<file path="src/rtl/gfx_pkg.sv">
// Shared types for the graphics command path: op encoding, command word, scheduler states
// and the on-screen clip rule used when clipping is compiled in.
package gfx_pkg;

  localparam logic GFX_OP_FILL = 1'b0;
  localparam logic GFX_OP_BLIT = 1'b1;

  localparam int GFX_SCREEN_W = 320;
  localparam int GFX_SCREEN_H = 200;

  typedef struct packed {
    logic       op;
    logic       fill_value;
    logic [8:0] x1;
    logic [7:0] y1;
    logic [8:0] x2;
    logic [7:0] y2;
    logic [8:0] width;
    logic [7:0] height;
  } gfx_cmd_t;

  typedef enum logic [1:0] {
    S_IDLE   = 2'd0,
    S_LAUNCH = 2'd1,
    S_RUN    = 2'd2
  } sched_state_t;

  // 10-bit sums cannot wrap: the largest coordinate plus the largest extent is 1022.
  function automatic logic gfx_clip_ok(input gfx_cmd_t c, input logic [9:0] sw,
                                       input logic [9:0] sh);
    logic [9:0] x1, x2, y1, y2, w, h;
    x1 = {1'b0, c.x1};
    x2 = {1'b0, c.x2};
    y1 = {2'b0, c.y1};
    y2 = {2'b0, c.y2};
    w  = {1'b0, c.width};
    h  = {2'b0, c.height};
    if (c.op == GFX_OP_FILL)
      return (x1 <= x2) && (x2 < sw) && (y1 <= y2) && (y2 < sh);
    return (w != '0) && (h != '0) && (x1 + w <= sw) && (x2 + w <= sw) &&
           (y1 + h <= sh) && (y2 + h <= sh);
  endfunction

endpackage

</file>
<file path="src/rtl/gfx_cmd_fifo.sv">
// Synchronous FIFO of gfx_cmd_t words; a push while full is accepted only when a pop
// retires the head in the same cycle.
module gfx_cmd_fifo
  import gfx_pkg::*;
#(
  parameter int DEPTH = 4
) (
  input  logic                   clk,
  input  logic                   rst_n,
  input  logic                   i_push,
  input  logic                   i_pop,
  input  gfx_cmd_t               i_wr_data,
  output gfx_cmd_t               o_rd_data,
  output logic                   o_full,
  output logic                   o_empty,
  output logic [$clog2(DEPTH):0] o_count
);

  localparam int AW = $clog2(DEPTH);

  gfx_cmd_t         r_mem [DEPTH];
  logic [AW-1:0]    r_wr_ptr;
  logic [AW-1:0]    r_rd_ptr;
  logic [AW:0]      r_count;
  logic             w_do_push;
  logic             w_do_pop;

  assign o_full    = (r_count == (AW+1)'(DEPTH));
  assign o_empty   = (r_count == '0);
  assign o_count   = r_count;
  assign o_rd_data = r_mem[r_rd_ptr];

  assign w_do_pop  = i_pop && !o_empty;
  assign w_do_push = i_push && (!o_full || w_do_pop);

  // NOTE: storage has no reset; flushing the pointers and count empties the FIFO,
  // and every entry is written before it can be read.
  always_ff @(posedge clk) begin
    if (w_do_push) r_mem[r_wr_ptr] <= w_do_push ? i_wr_data : r_mem[r_wr_ptr];
  end

  // NOTE: sequential state uses non-blocking assignments so every register samples
  // the pre-edge values, independent of block ordering.
  always_ff @(posedge clk) begin
    if (!rst_n) begin
      r_wr_ptr <= '0;
      r_rd_ptr <= '0;
      r_count  <= '0;
    end else begin
      if (w_do_push) r_wr_ptr <= r_wr_ptr + AW'(1);
      if (w_do_pop)  r_rd_ptr <= r_rd_ptr + AW'(1);
      case ({w_do_push, w_do_pop})
        2'b10:   r_count <= r_count + (AW+1)'(1);
        2'b01:   r_count <= r_count - (AW+1)'(1);
        default: r_count <= r_count;
      endcase
    end
  end

endmodule

</file>
<file path="src/rtl/gfx_cmd_sched.sv">
// Command scheduler between the EPP registers and the blit/fill engine.
// Define GFX_SCHED_CLIP_EN to drop off-screen commands at push time and flag them on reject.
module gfx_cmd_sched
  import gfx_pkg::*;
#(
  parameter int DEPTH    = 4,
  parameter int SCREEN_W = GFX_SCREEN_W,
  parameter int SCREEN_H = GFX_SCREEN_H
) (
  input  logic                   clk,
  input  logic                   rst_n,
  input  logic                   cmd_valid,
  input  logic                   cmd_op,
  input  logic                   cmd_fill_value,
  input  logic [8:0]             cmd_x1,
  input  logic [8:0]             cmd_x2,
  input  logic [7:0]             cmd_y1,
  input  logic [7:0]             cmd_y2,
  input  logic [8:0]             cmd_width,
  input  logic [7:0]             cmd_height,
  output logic                   eng_start,
  output logic                   eng_op,
  output logic                   eng_fill_value,
  output logic [8:0]             eng_x1,
  output logic [7:0]             eng_y1,
  output logic [8:0]             eng_x2,
  output logic [7:0]             eng_y2,
  output logic [8:0]             eng_width,
  output logic [7:0]             eng_height,
  input  logic                   eng_done,
  input  logic                   clear_err,
  output logic                   sched_busy,
  output logic [$clog2(DEPTH):0] queue_count,
  output logic                   overflow,
  output logic                   reject
);

  sched_state_t r_state, w_state_nxt;
  gfx_cmd_t     w_cmd, w_head, r_eng_cmd;
  logic         w_full, w_empty, w_pop, w_push;
  logic         w_clip_ok, w_cmd_ok, w_ovf_set;
  logic         r_overflow;

  assign w_cmd = '{op: cmd_op, fill_value: cmd_fill_value, x1: cmd_x1, y1: cmd_y1,
                   x2: cmd_x2, y2: cmd_y2, width: cmd_width, height: cmd_height};

  assign w_clip_ok = gfx_clip_ok(w_cmd, 10'(SCREEN_W), 10'(SCREEN_H));
`ifdef GFX_SCHED_CLIP_EN
  assign w_cmd_ok = w_clip_ok;
`else
  logic w_unused_clip;
  assign w_cmd_ok      = 1'b1;
  assign w_unused_clip = w_clip_ok;
`endif

  // A full queue still takes the push when the head leaves in the same cycle.
  assign w_push    = cmd_valid && w_cmd_ok && (!w_full || w_pop);
  assign w_ovf_set = cmd_valid && w_cmd_ok && w_full && !w_pop;

  gfx_cmd_fifo #(.DEPTH(DEPTH)) u_fifo (
    .clk       (clk),
    .rst_n     (rst_n),
    .i_push    (w_push),
    .i_pop     (w_pop),
    .i_wr_data (w_cmd),
    .o_rd_data (w_head),
    .o_full    (w_full),
    .o_empty   (w_empty),
    .o_count   (queue_count)
  );

  always_ff @(posedge clk) begin
    if (!rst_n) r_state <= S_IDLE;
    else        r_state <= w_state_nxt;
  end

  // NOTE: every output of this block gets a default first, so no path leaves a
  // signal unassigned and no latch is inferred.
  always_comb begin
    w_state_nxt = r_state;
    w_pop       = 1'b0;
    eng_start   = 1'b0;
    unique case (r_state)
      S_IDLE: begin
        if (!w_empty) begin
          w_pop       = 1'b1;
          w_state_nxt = S_LAUNCH;
        end
      end
      S_LAUNCH: begin
        eng_start   = 1'b1;
        w_state_nxt = S_RUN;
      end
      S_RUN: begin
        if (eng_done) w_state_nxt = S_IDLE;
      end
      default: w_state_nxt = S_IDLE;
    endcase
  end

  // Operands move only when a command is popped, so they stay put through RUN.
  always_ff @(posedge clk) begin
    if (!rst_n)     r_eng_cmd <= '0;
    else if (w_pop) r_eng_cmd <= w_head;
  end

  assign eng_op         = r_eng_cmd.op;
  assign eng_fill_value = r_eng_cmd.fill_value;
  assign eng_x1         = r_eng_cmd.x1;
  assign eng_y1         = r_eng_cmd.y1;
  assign eng_x2         = r_eng_cmd.x2;
  assign eng_y2         = r_eng_cmd.y2;
  assign eng_width      = r_eng_cmd.width;
  assign eng_height     = r_eng_cmd.height;

  assign sched_busy = (r_state != S_IDLE) || !w_empty;

  // Setting a flag takes priority over clearing it in the same cycle.
  always_ff @(posedge clk) begin
    if (!rst_n)         r_overflow <= 1'b0;
    else if (w_ovf_set) r_overflow <= 1'b1;
    else if (clear_err) r_overflow <= 1'b0;
  end
  assign overflow = r_overflow;

`ifdef GFX_SCHED_CLIP_EN
  logic r_reject;
  always_ff @(posedge clk) begin
    if (!rst_n)                      r_reject <= 1'b0;
    else if (cmd_valid && !w_cmd_ok) r_reject <= 1'b1;
    else if (clear_err)              r_reject <= 1'b0;
  end
  assign reject = r_reject;
`else
  assign reject = 1'b0;
`endif

endmodule

</file>
<file path="config.mk">
export PLATFORM = sky130hd
export DESIGN_NAME = gfx_cmd_sched
export DESIGN_NICKNAME = d
export VERILOG_FILES = /design/src/rtl/gfx_pkg.sv /design/src/rtl/gfx_cmd_fifo.sv /design/src/rtl/gfx_cmd_sched.sv
export SDC_FILE = /design/constraint.sdc
export NUM_CORES = 1
export LEC_CHECK = 0
export CORE_MARGIN = 1.5
export CORE_UTILIZATION = 59
export CTS_BUF_LIST = sky130_fd_sc_hd__clkbuf_8 sky130_fd_sc_hd__clkbuf_16
export CTS_CLUSTER_SIZE = 14
export DETAILED_ROUTE_END_ITERATION = 10
export PLACE_DENSITY_LB_ADDON = 0.15
export SYNTH_ARGS = -nofsm -noshare
export SYNTH_HDL_FRONTEND = slang
export SYNTH_SLANG_ARGS = --single-unit
</file>
<file path="constraint.sdc">
create_clock -name clk -period 6.6 [get_ports clk]
set_clock_uncertainty 0.2 [all_clocks]
set_input_delay 1.32 -clock clk [delete_from_list [all_inputs] [get_ports clk]]
set_output_delay 1.32 -clock clk [all_outputs]
set_load 0.02 [all_outputs]
</file>
==> metrics.md, run 1 <==
| Metric | Value |
|---|---|
| Status | completed |
| Nets | 651 |
| # diodes | 0 |
| Initial DRT Pass Iterations | 5 |
| Final non-filler cell total | 827 |
| First-pass GRT wire length | 28100 um |
| Clock-pin transition on the worst setup and hold timing paths | 0.06 ns |
| Placed Cells | 779 |
| CP peak stage delay | 0.56 ns |
| Final hold violations | 0 |
| Vias in the first global route | 4932 |
| Yosys reg bits | 275 |
| Share of power burned in registers | 46.5% |
| Leakage power | 3.99 nW |
| Total power | 5.02 mW |
| H-tree depth | 1 |
| Synth Cell Area | 9880 um^2 |
| Max Fclk | 289 MHz |
| Area added between synthesis and finish | 21.4% |
| GRT Util Overall | 21.0% |
| Drt drc | 0 |
| Largest net degree at the start of global routing | 57 |
| Setup_tns | 0 ns |
| Mapped Cells | 462 |
| Yosys cell types | 32 |
| Worst setup margin | 3.13 ns |
| Placed inst area | 11200 um^2 |
| VDD IR max | 0.000328 V |
| Cts-stage hold buffer count | 0 |
| Clock share of power | 28.5% |
| WL met3 | 1020 um |
| Gp weighted congestion | 0.735 |
| Root Buffer Master | clkbuf_16 |
| CP startpoint | u_fifo.o_count[0] |
| Pre-CTS setup slack | 2.73 ns |
| Port Buf Inserts | 116 |
| CTS buffer count | 26 |
| Layout cell share with drive strength beyond 1 | 17.8% |
| R2R Setup Slk | 3.99 ns |
| Most common cell after layout, fill and taps aside | edfxtp_1 |
| Internal Pwr Total | 3.62 mW |
| Drt initial violations | 381 |
| Initial antenna violation count | 0 |
| Sequential share of the synthesized area | 77.2% |
| Final Setup Violations | 0 |
| Number of cells on the worst reg-to-reg path | 4 |
| Antenna Nets Post-Route | 0 |
| Highest routed layer | met4 |
| CP Capture Type | output port |
| Min-delay worst type | flip-flop to flip-flop |
| Design area | 12000 um^2 |
| Final core utilization | 72.8% |
| Worst flop-to-flop path startpoint | r_state[0] |
| PwrDens | 419 nW/um^2 |
| RSZ-0062 raised after global routing | false |
| Critical path required time | 5.08 ns |
| Worst-Skew Late Latency | 0.51 ns |
| M1 WL | 7690 um |
| Sink Count | 275 |
| Post-CTS Resized | 0 |
| WL/cell | 21.5 um |
| Maximum fanout along the worst path | 8 |
| Core region area | 16500 um^2 |
| Switching power total | 1.40 mW |
| Setup crit end | sched_busy |
| Sw frac | 27.9% |
| DIE WIDTH | 132 um |
| Worst-case clock buffer depth | 3 |
| IO Pins | 118 |
| Post-Syn Nets | 526 |
| Syn. warnings | 0 |
| Critical path type | flip-flop to output port |
| Maximum capacitance violations | 0 |
| CP Cell Sequence | nor3_4, nand2_1, clkdlybuf4s50_1 |
| Syn avg cell area | 21.4 um^2 |
| Die Y | 132 um |
| Die ar. | 17500 um^2 |
| Routed vias | 4760 |
| Actual slew at the worst max-slew pin | 1.18 ns |
| Initial cell density of the core | 60.0% |
| Max-slew headroom | 21.1% |
| Vias per inst | 5.76 |
| Gr ovfl total | 0 |
| Std cell rows | 47 |
| CP arrival | 1.95 ns |
| Routed length on met2 | 8840 um |
| Worst hold slack | 0.278 ns |
| Post CTS Setup Buffer Count | 0 |
| Final Critical Period | 3.47 ns |
| Slew Viols, Final | 0 |
| WL final | 17700 um |
| Detail Placement HPWL | 10200 um |
| FF-to-FF End | u_fifo.r_mem[0][34] |
| Final period utilization | 52.5% |
| Comb pwr share | 25.1% |
| Slowest stage cell, crit path | clkdlybuf4s50_1 |
| CTS tree | done |
| CP Launch Type | flip-flop |
| Most frequent cells in the layout | 212 x edfxtp_1, 116 x clkdlybuf4s50_1, 61 x dfxtp_1 |
[cell usage after synthesis (all sizes together)]
cell / instances / area [um^2]
edfxtp: 212 / 6370
dfxtp: 63 / 1260
a22o: 53 / 464
mux4: 53 / 1190
buf: 20 / 205
inv: 8 / 30.0
nor2: 7 / 26.3
a21oi: 5 / 25.0
clkbuf: 5 / 18.8
ha: 5 / 62.6
nand2: 5 / 18.8
and2: 4 / 25.0
o21ai: 3 / 15.0
mux2i: 2 / 20.0
nor3: 2 / 32.5
or3: 2 / 12.5
xor2: 2 / 17.5
conb: 1 / 3.75
fa: 1 / 20.0
nand2b: 1 / 6.26
nand4b: 1 / 8.76
nor2b: 1 / 6.26
nor3b: 1 / 7.51
o21a: 1 / 7.51
o31a: 1 / 8.76
o31ai: 1 / 7.51
or2: 1 / 6.26
or4: 1 / 7.51
[worst min-delay path by stage]
stage	from	to	slack, ns	cells after the start
after floorplan	u_fifo.r_wr_ptr[1]	u_fifo.r_wr_ptr[1]	0.27	2
after global placement	eng_x1[6]	eng_x1[6]	0.26	1
after detailed placement	eng_x2[4]	eng_x2[4]	0.27	1
after CTS	eng_height[5]	eng_height[5]	0.28	1
after global routing	eng_y2[4]	eng_y2[4]	0.30	1
final	eng_height[6]	eng_height[6]	0.28	1
[routing by layer]
metal | up-vias | GRT usage [%]
met4 | 0 | 5.43
met3 | 22 | 3.45
met1 | 2446 | 31.1
met5 | - | 0
met2 | 143 | 33.4
li1 | 2149 | -
[kinds of logic (layout without fill, tap and decap cells)]
family,after synthesis,in the layout,share of synthesized area (%)
mux,55,55,12.3
xor+xnor,2,2,0.177
buf+inv,33,178,2.57
other cells,1,1,0.0379
simple gates,26,26,1.60
fa+ha+maj,6,6,0.835
compound gates,64,64,5.34
flops,275,275,77.2
[layout make-up]
cell class / instances / area, um^2
timing repair buffer: 122 / 1210
clock inverter: 16 / 97.6
fill: 976 / 4470
multi-input combinational: 154 / 2010
tap: 220 / 275
clock buffer: 32 / 744
inverter: 8 / 30.0
sequential: 275 / 7630
[critical path: cells and delay by family, from the launching register on]
kind                   cells  cell delay (ns)
flip-flops                 1             0.38
buffers and inverters      1             0.56
AND/OR/NAND/NOR            2             0.50
[flip-flops by register name (all words and copies together) (netlist names), 3 cells and up]
signal / count
eng_y2: 8
eng_x2: 9
eng_x1: 9
eng_width: 9
eng_height: 8
u_fifo.o_count: 3
u_fifo.r_mem: 212
eng_y1: 8
[power by group through the flow]
stage                     Combinational [mW]  Clock (mW)  Sequential (mW)
after CTS                               1.27        1.46             2.34
after floorplan                        0.649           0             2.49
after global placement                  1.24           0             2.36
after detailed placement                1.27           0             2.37
after global routing                    1.33        1.53             2.37
final                                   1.26        1.43             2.33
No activity file was read; power rests on OpenSTA's default activity.
==> inputs of run 2 (changes only) <==
--- a/config.mk
+++ b/config.mk
@@ -6,7 +6,7 @@
 export NUM_CORES = 1
 export LEC_CHECK = 0
 export CORE_MARGIN = 1.5
-export CORE_UTILIZATION = 59
+export CORE_UTILIZATION = 50
 export CTS_BUF_LIST = sky130_fd_sc_hd__clkbuf_8 sky130_fd_sc_hd__clkbuf_16
 export CTS_CLUSTER_SIZE = 14
 export DETAILED_ROUTE_END_ITERATION = 10
==> constraint.sdc (replaced) <==
create_clock -name clk -period 3.1 [get_ports clk]
set_clock_uncertainty 0.2 [all_clocks]
set_input_delay 0.62 -clock clk [delete_from_list [all_inputs] [get_ports clk]]
set_output_delay 0.62 -clock clk [all_outputs]
set_load 0.02 [all_outputs]
==> run 2 against run 1 <==
Sequential power increased by 110%; core utilization down 9.4 points; combinational power grew 130%; first-iteration DRC count fell by 14%.
==> metrics.md, run 2 (synthesis results as in run 1) <==
| Metric | Value |
|---|---|
| Status | completed |
| Area added between synthesis and finish | 24.6% |
| Std cell rows | 51 |
| Critical path type | flip-flop to output port |
| Most common cell after layout, fill and taps aside | edfxtp_1 |
| Maximum capacitance violations | 0 |
| Storage cell area | 7630 um^2 |
| Worst-Skew Late Latency | 0.53 ns |
| # diodes | 0 |
| Nets | 663 |
| Vias in the first global route | 5023 |
| Most frequent cells in the layout | 212 x edfxtp_1, 116 x clkdlybuf4s50_1, 61 x dfxtp_1 |
| Drt drc | 0 |
| VDD IR max | 0.000490 V |
| Clock share of power | 30.6% |
| Die Y | 144 um |
| Vias per inst | 5.47 |
| Gr ovfl total | 0 |
| GRT Util Overall | 18.3% |
| Min-delay worst type | flip-flop to flip-flop |
| Max Fclk | 363 MHz |
| Cts-stage hold buffer count | 0 |
| Post-CTS Resized | 0 |
| Final Critical Period | 2.75 ns |
| Sw frac | 27.5% |
| CTS buffer count | 28 |
| Slew Viols, Final | 0 |
| Internal Pwr Total | 8.10 mW |
| Worst-case clock buffer depth | 3 |
| Maximum fanout along the worst path | 8 |
| CP peak stage delay | 0.55 ns |
| Share of power burned in registers | 43.8% |
| Slowest stage cell, crit path | clkdlybuf4s50_1 |
| Drt initial violations | 327 |
| Routed vias | 4846 |
| Max reg flops | 212 |
| DIE WIDTH | 144 um |
| Post CTS Setup Buffer Count | 0 |
| Area of the multi-input gates | 2010 um^2 |
| Initial cell density of the core | 51.0% |
| Port Buf Inserts | 116 |
| Initial antenna violation count | 0 |
| WL/cell | 20.6 um |
| H-tree depth | 1 |
| Largest reg by FF count | u_fifo.r_mem |
| Final core utilization | 63.5% |
| Die ar. | 20600 um^2 |
| Gp weighted congestion | 0.725 |
| CTS tree | done |
| PwrDens | 908 nW/um^2 |
| Final hold violations | 0 |
| CP Capture Type | output port |
| Critical path required time | 2.28 ns |
| Switching power total | 3.07 mW |
| Sink Count | 275 |
| Clock-pin transition on the worst setup and hold timing paths | 0.06 ns |
| Initial DRT Pass Iterations | 4 |
| Antenna Nets Post-Route | 0 |
| Final period utilization | 88.8% |
| CP Cell Sequence | nor3_4, nand2_1, clkdlybuf4s50_1 |
| IO Pins | 118 |
| Fillers | 1381 |
| Comb pwr share | 25.6% |
| Core region area | 19400 um^2 |
| RSZ-0062 raised after global routing | false |
| Design area | 12300 um^2 |
| Setup_tns | 0 ns |
| Layout cell share with drive strength beyond 1 | 20.1% |
| Detail Placement HPWL | 10800 um |
| Root Buffer Master | clkbuf_16 |
| Placed inst area | 11300 um^2 |
| First-pass GRT wire length | 28100 um |
| CP Launch Type | flip-flop |
| Largest net degree at the start of global routing | 42 |
| Final Setup Violations | 0 |
| Leakage power | 4.13 nW |
| WL final | 18300 um |
| CP arrival | 1.93 ns |
## run 2: cell count changes in the layout (fill, tap and decap cells not counted)
cell       previous run  this run
clkbuf_16            27        29
buf_12                0         5
and2_4                0         1
bufinv_16             1         4
clkinv_2              5         9
and2_2                4         3
clkbuf_8              5         3
inv_6                 0         1
clkinv_1              5         2
clkinv_4              1         0
buf_4                 6        11
## run 2: layout make-up
class                      count  share of cell area (%)
clock inverter                20                    1.60
inverter                       8                   0.244
clock buffer                  32                    6.23
sequential                   275                    62.0
timing repair buffer         132                    10.9
multi-input combinational    154                    16.3
tap                          265                    2.69
## run 2: power groups by stage
stage	Sequential, mW	Clock (mW)	Combinational [mW]
after detailed placement	4.97	0	2.89
final	4.89	3.43	2.86
after CTS	4.90	3.50	2.91
after global placement	4.95	0	2.86
after floorplan	5.30	0	1.38
after global routing	4.95	3.65	3.06
## run 2: worst max-delay path: cells and delay by family, from the launching register on
family	cells	cell delay, ns
buffers and inverters	1	0.55
and+or+nand+nor	2	0.48
DFF	1	0.37
## run 2: final timing paths
kind	from	endpoint	cells past startpoint	slack, ns
hold reg to reg	eng_y2[1]	eng_y2[1]	1	0.27
setup / recovery	u_fifo.o_count[0]	sched_busy	3	0.35
hold / removal	eng_y2[1]	eng_y2[1]	1	0.27
setup reg to reg	u_fifo.o_count[2]	u_fifo.o_count[2]	9	0.52
## run 2: stage by stage
step	std cells	hold WS, ns	power, mW	worst slack, ns
4_1_cts	886	0.281	11.3	0.323
6_report	886	0.273	11.2	0.347
3_3_place_gp	834	0.260	7.81	0.338
5_1_grt	886	0.290	11.7	0.265
3_5_place_dp	834	0.265	7.86	0.235
2_1_floorplan	462	0.268	6.68	0.322
## run 2: layer usage
layer  up-vias  part of all wire, %  global-route usage (%)
met4         0                  1.8                    4.56
met2       127                   51                    31.8
met3        31                  5.8                    4.23
li1       2174                    -                       -
met5         -                    0                       0
met1      2514                   42                    23.3
